===== src/rtl/ps2_temp_entry_rx.sv =====
// PS/2 keyboard receiver that turns set-2 digit scan codes into a two-digit
// temperature setpoint (tens offset from 20 C plus units) for the display driver.
module ps2_temp_entry_rx #(
    parameter int FILTER_LEN  = 8,
    parameter int TIMEOUT_CYC = 50000
) (
    input  logic       clk,
    input  logic       rst,
    input  logic       ps2_clk,
    input  logic       ps2_data,
    output logic [4:0] uni,
    output logic [1:0] dec,
    output logic       temp_valid,
    output logic       entry_busy,
    output logic       rx_err
);

    // state   | meaning
    // F_IDLE  | waiting for a start bit
    // F_DATA  | shifting in 8 data bits, LSB first
    // F_PAR   | waiting for the parity bit
    // F_STOP  | waiting for the stop bit, then accept or flag error
    // E_IDLE  | no entry in progress
    // E_TENS  | tens digit held, waiting for units
    // E_UNITS | tens and units held, waiting for Enter
    typedef enum logic [1:0] {F_IDLE, F_DATA, F_PAR, F_STOP} frame_state_e;
    typedef enum logic [1:0] {E_IDLE, E_TENS, E_UNITS} entry_state_e;

    localparam int FW = (FILTER_LEN > 1) ? $clog2(FILTER_LEN) : 1;
    localparam int TW = (TIMEOUT_CYC > 1) ? $clog2(TIMEOUT_CYC) : 1;
    localparam logic [FW-1:0] FLT_LOAD = FW'(FILTER_LEN - 1);
    localparam logic [TW-1:0] TMO_LOAD = TW'(TIMEOUT_CYC - 1);

    logic [1:0]    clk_sync_q;
    logic [1:0]    data_sync_q;
    logic          ps2c_s;
    logic          data_s;
    logic          filt_q, filt_d;
    logic [FW-1:0] flt_cnt_q, flt_cnt_d;
    logic          strobe;

    frame_state_e  frm_q, frm_d;
    logic [2:0]    bit_cnt_q;
    logic [7:0]    shift_q;
    logic          par_q;
    logic [TW-1:0] tmo_q;
    logic          tmo_hit;
    logic          byte_ok;
    logic          frame_err;
    logic [7:0]    byte_q;
    logic          byte_valid_q;
    logic          rx_err_q;

    logic          break_q;
    logic          key_evt;
    logic          is_digit, is_enter, is_bksp;
    logic [3:0]    digit_val;
    logic          dig_evt, enter_evt, bksp_evt;
    logic          tens_ok;

    entry_state_e  ent_q, ent_d;
    logic          load_tens, load_units, commit;
    logic [1:0]    pend_dec_q;
    logic [3:0]    pend_uni_q;
    logic [3:0]    uni_q;
    logic [1:0]    dec_q;
    logic          temp_valid_q;

    // Lines idle high, so the synchronizers reset to 1 to avoid a false edge.
    always_ff @(posedge clk or posedge rst) begin
        if (rst) begin
            clk_sync_q  <= 2'b11;
            data_sync_q <= 2'b11;
        end else begin
            clk_sync_q  <= {clk_sync_q[0], ps2_clk};
            data_sync_q <= {data_sync_q[0], ps2_data};
        end
    end

    assign ps2c_s = clk_sync_q[1];
    assign data_s = data_sync_q[1];

    always_comb begin
        filt_d    = filt_q;
        flt_cnt_d = FLT_LOAD;
        if (ps2c_s != filt_q) begin
            if (flt_cnt_q == '0) begin
                filt_d = ps2c_s;
            end else begin
                flt_cnt_d = flt_cnt_q - 1'b1;
            end
        end
    end

    always_ff @(posedge clk or posedge rst) begin
        if (rst) begin
            filt_q    <= 1'b1;
            flt_cnt_q <= FLT_LOAD;
        end else begin
            filt_q    <= filt_d;
            flt_cnt_q <= flt_cnt_d;
        end
    end

    assign strobe = filt_q & ~filt_d;

    always_ff @(posedge clk or posedge rst) begin
        if (rst) begin
            frm_q <= F_IDLE;
        end else begin
            frm_q <= frm_d;
        end
    end

    always_comb begin
        frm_d = frm_q;
        case (frm_q)
            F_IDLE:  if (strobe && !data_s)            frm_d = F_DATA;
            F_DATA:  if (strobe && bit_cnt_q == 3'd7)  frm_d = F_PAR;
            F_PAR:   if (strobe)                       frm_d = F_STOP;
            F_STOP:  if (strobe)                       frm_d = F_IDLE;
            default:                                   frm_d = F_IDLE;
        endcase
        if (tmo_hit) begin
            frm_d = F_IDLE;
        end
    end

    always_comb begin
        tmo_hit   = (frm_q != F_IDLE) && !strobe && (tmo_q == '0);
        byte_ok   = (frm_q == F_STOP) && strobe && data_s && (^{shift_q, par_q});
        frame_err = ((frm_q == F_STOP) && strobe && !byte_ok) || tmo_hit;
    end

    always_ff @(posedge clk or posedge rst) begin
        if (rst) begin
            bit_cnt_q    <= 3'd0;
            shift_q      <= 8'h00;
            par_q        <= 1'b0;
            tmo_q        <= TMO_LOAD;
            byte_q       <= 8'h00;
            byte_valid_q <= 1'b0;
            rx_err_q     <= 1'b0;
        end else begin
            if (frm_q == F_IDLE) begin
                bit_cnt_q <= 3'd0;
            end else if (frm_q == F_DATA && strobe) begin
                shift_q   <= {data_s, shift_q[7:1]};
                bit_cnt_q <= bit_cnt_q + 3'd1;
            end
            if (frm_q == F_PAR && strobe) begin
                par_q <= data_s;
            end
            if (frm_q == F_IDLE || strobe) begin
                tmo_q <= TMO_LOAD;
            end else if (tmo_q != '0) begin
                tmo_q <= tmo_q - 1'b1;
            end
            if (byte_ok) begin
                byte_q <= shift_q;
            end
            byte_valid_q <= byte_ok;
            rx_err_q     <= frame_err;
        end
    end

    // A break prefix swallows exactly one following byte, whatever it is.
    always_ff @(posedge clk or posedge rst) begin
        if (rst) begin
            break_q <= 1'b0;
        end else if (byte_valid_q) begin
            if (break_q) begin
                break_q <= 1'b0;
            end else if (byte_q == 8'hF0) begin
                break_q <= 1'b1;
            end
        end
    end

    assign key_evt = byte_valid_q && !break_q && (byte_q != 8'hF0) && (byte_q != 8'hE0);

    always_comb begin
        is_digit  = 1'b1;
        digit_val = 4'd0;
        case (byte_q)
            8'h45:   digit_val = 4'd0;
            8'h16:   digit_val = 4'd1;
            8'h1E:   digit_val = 4'd2;
            8'h26:   digit_val = 4'd3;
            8'h25:   digit_val = 4'd4;
            8'h2E:   digit_val = 4'd5;
            8'h36:   digit_val = 4'd6;
            8'h3D:   digit_val = 4'd7;
            8'h3E:   digit_val = 4'd8;
            8'h46:   digit_val = 4'd9;
            default: is_digit  = 1'b0;
        endcase
        is_enter = (byte_q == 8'h5A);
        is_bksp  = (byte_q == 8'h66);
    end

    assign dig_evt   = key_evt & is_digit;
    assign enter_evt = key_evt & is_enter;
    assign bksp_evt  = key_evt & is_bksp;
    assign tens_ok   = (digit_val >= 4'd2) && (digit_val <= 4'd5);

    always_ff @(posedge clk or posedge rst) begin
        if (rst) begin
            ent_q <= E_IDLE;
        end else begin
            ent_q <= ent_d;
        end
    end

    always_comb begin
        ent_d = ent_q;
        case (ent_q)
            E_IDLE:  if (dig_evt && tens_ok) ent_d = E_TENS;
            E_TENS: begin
                if (dig_evt)       ent_d = E_UNITS;
                else if (bksp_evt) ent_d = E_IDLE;
            end
            E_UNITS: begin
                if (enter_evt)     ent_d = E_IDLE;
                else if (bksp_evt) ent_d = E_TENS;
            end
            default:               ent_d = E_IDLE;
        endcase
    end

    always_comb begin
        entry_busy = (ent_q != E_IDLE);
        load_tens  = (ent_q == E_IDLE) && dig_evt && tens_ok;
        load_units = ((ent_q == E_TENS) || (ent_q == E_UNITS)) && dig_evt;
        commit     = (ent_q == E_UNITS) && enter_evt;
    end

    // Tens digits 2..5 map to offsets 0..3 by modulo-4 subtraction.
    always_ff @(posedge clk or posedge rst) begin
        if (rst) begin
            pend_dec_q   <= 2'd0;
            pend_uni_q   <= 4'd0;
            uni_q        <= 4'd0;
            dec_q        <= 2'd0;
            temp_valid_q <= 1'b0;
        end else begin
            if (load_tens) begin
                pend_dec_q <= digit_val[1:0] - 2'd2;
            end
            if (load_units) begin
                pend_uni_q <= digit_val;
            end
            if (commit) begin
                uni_q <= pend_uni_q;
                dec_q <= pend_dec_q;
            end
            temp_valid_q <= commit;
        end
    end

    assign uni        = {1'b0, uni_q};
    assign dec        = dec_q;
    assign temp_valid = temp_valid_q;
    assign rx_err     = rx_err_q;

endmodule

===== config.mk =====
export PLATFORM = sky130hd
export DESIGN_NAME = ps2_temp_entry_rx
export DESIGN_NICKNAME = d
export VERILOG_FILES = /design/src/rtl/ps2_temp_entry_rx.sv
export SDC_FILE = /design/constraint.sdc
export NUM_CORES = 1
export LEC_CHECK = 0
export BUFFER_PORTS_ARGS = -buffer_cell sky130_fd_sc_hd__buf_2
export CAP_MARGIN = 20
export CELL_PAD_IN_SITES_DETAIL_PLACEMENT = 1
export CELL_PAD_IN_SITES_GLOBAL_PLACEMENT = 1
export CORE_ASPECT_RATIO = 2
export CORE_UTILIZATION = 30
export CTS_BUF_LIST = sky130_fd_sc_hd__clkbuf_4 sky130_fd_sc_hd__clkbuf_8 sky130_fd_sc_hd__clkbuf_16
export DETAILED_ROUTE_END_ITERATION = 6
export PLACE_DENSITY_LB_ADDON = 0.1
export SYNTH_ARGS = -nofsm -noshare
export SYNTH_HDL_FRONTEND = slang
export SYNTH_SLANG_ARGS = --single-unit
export TNS_END_PERCENT = 30

===== constraint.sdc =====
create_clock -name clk -period 3 [get_ports clk]
set_clock_uncertainty 0.15 [all_clocks]
set_input_delay 0.3 -clock clk [delete_from_list [all_inputs] [get_ports clk]]
set_output_delay 0.3 -clock clk [all_outputs]
set_load 0.02 [all_outputs]

Word level (Yosys, flattened, before mapping)
Cells that the tools add are included.

storage, ports and cells
  bits of input ports = 4
  output and inout port bits = 10
  logic and storage cells = 124
  register bits after elaboration = 64

operators by class
  $lt $le $gt $ge = 2
  muxes and demuxes = 24
  equality and inequality tests = 29
  bitwise logic cells = 6
  add/sub/neg operators = 4
  reduce and logical (&&, ||, !) cells = 40

operators with widths
  kind                                                                count
  equality test 8 x 6 -> 1 bit (second input constant)                6
  case mux 4 bit (9 select lines)                                     1
  equality test 8 x 7 -> 1 bit (second input constant)                4
  two-way mux 16 bit                                                  2
  two-way mux 2 bit                                                   10
  logical AND 1 bit                                                   19
  inequality test 3 bit (second input constant)                       6
  equality test 8 x 5 -> 1 bit (second input constant)                2
  zero test 16 bit                                                    1
  inequality test 8 bit (second input constant)                       2
  nonzero test 16 bit                                                 1
  subtractor 16 x 1 -> 16 bit (second input constant)                 1
  two-way mux 3 bit                                                   4
  OR reduction 10 bit                                                 1
  parity 9 bit                                                        1
  equality test 8 bit (second input constant)                         1
  case mux 2 bit (4 select lines)                                     1
  nonzero test 2 bit                                                  4
  equality test 2 bit (second input constant)                         3
  case mux 2 bit (3 select lines)                                     1
  two-way mux 1 bit                                                   5
  bitwise AND 1 bit                                                   4
  equality test 2 x 1 -> 1 bit (second input constant)                2
  greater-or-equal comparator 4 x 2 -> 1 bit (second input constant)  1
  other kinds (15)                                                    22

Logic depth before layout (Yosys ltp)
  depth in word-level cells = 11
  mapped depth = 10
  gate-level depth less buffers = 8

Worst setup path after synthesis
Ideal clock, no wire load.

  kind = register to register
  from = reg flt_cnt_q[0]
  to = reg frm_q[1]
  required time = 2720 ps
  path buffers = 2
  setup time = 130 ps
  period minus slack after synthesis = 2226 ps
  cell stages (with the launch flop) = 10
  setup slack = 774 ps
  arrival time = 1946 ps
  cell sequence = dfstp_2 -> inv_1 -> ha_1 -> ha_1 -> and3b_1 -> clkbuf_1 -> clkbuf_1 -> nor4_2 -> nor2_1 -> mux2i_1

on the way
  longest elaborated chain between the ends = 10
  elaborated cells on any way between the ends = 16
  classes of those cells = eq/ne (4); mux (3); bitwise (2); reduce/logical (7)

RTL lines
  item                             RTL line  RTL
  from (decl)                      39        logic [FW-1:0] flt_cnt_q, flt_cnt_d;
  from (signal assigned)           101       flt_cnt_q <= flt_cnt_d;
  zero test 3 bit (*)              87        if (flt_cnt_q == '0) begin
  two-way mux 1 bit (*)            87
  two-way mux 1 bit (*)            86        if (ps2c_s != filt_q) begin
  NOT 1 bit (*)                    105       assign strobe = filt_q & ~filt_d;
  bitwise AND 1 bit (*)            105
  zero test 1 bit                  130       tmo_hit = (frm_q != F_IDLE) && !strobe && (tmo_q == '0);
  logical AND 1 bit (2 in series)  130
  inequality test 3 bit (no line)  --
  AND reduction 4 bit (no line)    --
  to (signal assigned)             111       frm_q <= frm_d;
  to (decl)                        42        frame_state_e frm_q, frm_d;

Every way passes the cells marked *; elsewhere a longest branch is shown, timed or not.
A chain may end at the register's enable or synchronous reset.

Final worst setup path
  from = reg flt_cnt_q[0]
  to = reg shift_q[6]

on the way
  longest elaborated chain between the ends = 7

RTL lines
  item                           RTL line  RTL
  zero test 3 bit                87
  two-way mux 1 bit              87
  two-way mux 1 bit              86
  NOT 1 bit                      105
  bitwise AND 1 bit              105
  logical AND 1 bit              147       end else if (frm_q == F_DATA && strobe) begin
  AND reduction 2 bit (no line)  --
  to (signal assigned)           148       shift_q <= {data_s, shift_q[7:1]};
  to (decl)                      44        logic [7:0] shift_q;

Every way passes these cells.

==> impl_metrics.json <==
{
  "rsz0062_at_grt": "false",
  "clock_latency_ps": 330,
  "fin_crit_sh": 0.786,
  "ios": 14,
  "clock_sinks": 64,
  "place_congestion": 0.772,
  "total_power_mw": 2.36,
  "start_util": 0.311,
  "cts_made_buffers": 9,
  "grt.overflow.total": 0,
  "synth_top_area_frac": 0.345,
  "setup_viol": 0,
  "cts.path.max_buffers": 2,
  "worstPathRequired_ps": 3060,
  "clock-root-buffer": "clkbuf_16",
  "syn_to_final_growth_pct": 17.0,
  "slew_headroom": 0.575,
  "path_max_fanout": 10,
  "post-synth-top-count-cell": "dfrtp_1",
  "grt_max_degree": 27,
  "worstPathCellList": "inv_1 -> ha_1 -> ha_1 -> and3b_1 -> nand2_1 -> nor2_2 -> mux2_2",
  "yosys-top-cells-area": "dfrtp_1, dfstp_2, mux2_2",
  "peakVddDrop_mv": 0.274,
  "die_h_um": 153,
  "power_density_nw_per_um2": 593,
  "nets": 361,
  "hp-start": "data_sync_q[0]",
  "fillCellCount": 1251,
  "rows": 54,
  "yosysSeqAreaShare": 0.476,
  "diodes": 0,
  "status": "completed",
  "clk_pin_slew_worst_paths_ps": 60,
  "ctsHoldBuffers": 3,
  "hold_viol": 0,
  "multiInputGateArea_um2": 1660,
  "crit_start": "flt_cnt_q[0]",
  "p_leak_nw": 1.82,
  "cp_top_family": "simple AND/OR/NAND/NOR gates",
  "synth_common_cells": "dfrtp_1, mux2_2, nand2_1",
  "crit_type": "reg -> reg",
  "period_needed_ps": 2360,
  "drt.antenna.violating_nets": 0,
  "ys_ff_latch": 64,
  "setup.worst_path.start_class": "register",
  "wl_per_cell_um": 16.9,
  "drt-initial-drc-count": 57,
  "cts_tree": "built",
  "synth-edff-count": 0,
  "syn_nets": 334,
  "hp-class": "reg -> reg",
  "io_buffers": 12,
  "cap_violations": 0,
  "drive_gt1_frac": 0.278,
  "synth_cell_types": 58,
  "crit_buf_inv": 1,
  "fmax_mhz": 424,
  "track_usage": 0.157,
  "grt_pass1_wl_um": 14100,
  "routed_wl_um": 8270,
  "slowest_delay_ps": 400,
  "synthCells": 317,
  "drc_errors": 0,
  "synthesis.area_um2": 3410,
  "cp.arrival_ps": 2420,
  "end_kind": "register",
  "via_count": 2446,
  "avgSynthCellArea_um2": 10.7,
  "register_area_um2": 1620,
  "slew_violations": 0,
  "post_cts_buffers": 0,
  "synth_flop_cell": "dfrtp_1",
  "ctsResizeCount": 0,
  "htree_levels": 3,
  "die_area_um2": 11800,
  "fin_hold_ws_ps": 204,
  "ys_warn_count": 0,
  "cpMaxStageDelayCell": "and3b_1",
  "synthArstFlopShare": 1.00,
  "fin_tns_setup_ps": 0,
  "r2r_start": "flt_cnt_q[0]",
  "antenna_found_initial": 0,
  "grt_pass1_vias": 2736,
  "coreArea_um2": 10900,
  "vias_per_cell": 5.00,
  "dp_hpwl_um": 6300,
  "die_x_um": 77.3,
  "first_pass_iters": 4,
  "post-synth-top-area-cell": "dfrtp_1",
  "worst_pin_slew_ps": 636,
  "critPathMostFrequentCell": "ha_1"
}
[cell usage in the layout, fill, tap and decap left out, drive strengths merged, types with 2 or more instances in the layout]
cell	Yosys	routed
a211oi	2	2
a21oi	9	9
and2	3	3
and3	5	5
and3b	2	2
buf	5	24
clkbuf	6	11
clkinv	0	2
clkinvlp	0	3
dfrtp	47	47
dfstp	17	17
dlygate4sd3	0	3
ha	13	13
inv	18	18
mux2	27	27
mux2i	4	4
nand2	23	23
nand2b	5	5
nand3	5	5
nand3b	3	3
nand4	7	7
nand4b	2	2
nor2	22	22
nor2b	5	5
nor3	7	7
nor4	8	8
o211ai	4	4
o21ai	15	15
o22ai	2	2
o31a	2	2
o31ai	5	5
or2	3	3
or3	3	3
xnor2	13	13
xor2	9	9
[flip-flops by register name, indices dropped and copies added, names as in the netlist, 2 cells and up]
name	cells
bit_cnt_q	3
pend_uni_q	4
uni_q	4
pend_dec_q	2
data_sync_q	2
frm_q	2
clk_sync_q	2
byte_q	8
ent_q	2
dec	2
tmo_q	16
flt_cnt_q	3
shift_q	8
[path summary, 6_finish.rpt]
| check | to | slack (ps) | depth (start not counted) |
|---|---|---|---|
| worst max-delay path | shift_q[6] | 640 | 7 |
| worst min-delay path | data_sync_q[1] | 200 | 0 |
| worst max register to register | shift_q[6] | 640 | 7 |
| worst min register to register | data_sync_q[1] | 200 | 0 |
| max in group asynchronous | filt_q | 1450 | 4 |
| min in group asynchronous | tmo_q[7] | 470 | 3 |
[power by group]
part | switching (mW) | total, mW | internal [mW]
Clock | 0.382 | 0.969 | 0.587
Combinational | 0.239 | 0.397 | 0.158
Sequential | 0.0401 | 0.996 | 0.956
[through the flow]
stage               area (um^2)  std cells  worst slack (ps)  utilization
global route               3980        489               436        0.364
CTS                        3980        489               595        0.364
detailed placement         3670        470               602        0.336
floorplan                  3410        317               774            -
finish                     3980        489               643        0.364
global placement           3670        470               655        0.336
[per-layer routing]
layer  vias to the layer above  part of all wire  global-route usage
li1                       1169                 -                   -
met1                      1247              0.34               0.141
met2                        20              0.61               0.317
met3                        10             0.018              0.0335
met4                         0             0.025              0.0719
met5                         -                 0                   0
[kinds of logic (layout without fill, tap and decap cells)]
| group | Yosys count | count (layout) | synth area share |
|---|---|---|---|
| XOR/XNOR | 22 | 22 | 0.0588 |
| adder cells (fa/ha/maj) | 13 | 13 | 0.0478 |
| other | 1 | 1 | 0.00110 |
| buffers and inverters | 29 | 61 | 0.0364 |
| AND/OR/NAND/NOR | 110 | 110 | 0.180 |
| AO/OA/AOI/OAI | 47 | 47 | 0.0944 |
| flip-flops | 64 | 64 | 0.476 |
| multiplexers | 31 | 31 | 0.105 |
[area by class of cell]
cell class | count | area share
clock buffer | 11 | 0.0619
clock inverter | 5 | 0.00817
inverter | 18 | 0.0170
multi-input combinational | 224 | 0.416
sequential | 64 | 0.407
tap | 140 | 0.0440
timing repair buffer | 27 | 0.0452
[worst reg2reg max path, cell delays in order (launching register included)]
cell,delay (ps)
dfstp_2,370
inv_1,50
ha_1,130
ha_1,180
and3b_1,400
nand2_1,210
nor2_2,370
mux2_2,380
(Power assumes the default switching activity.)
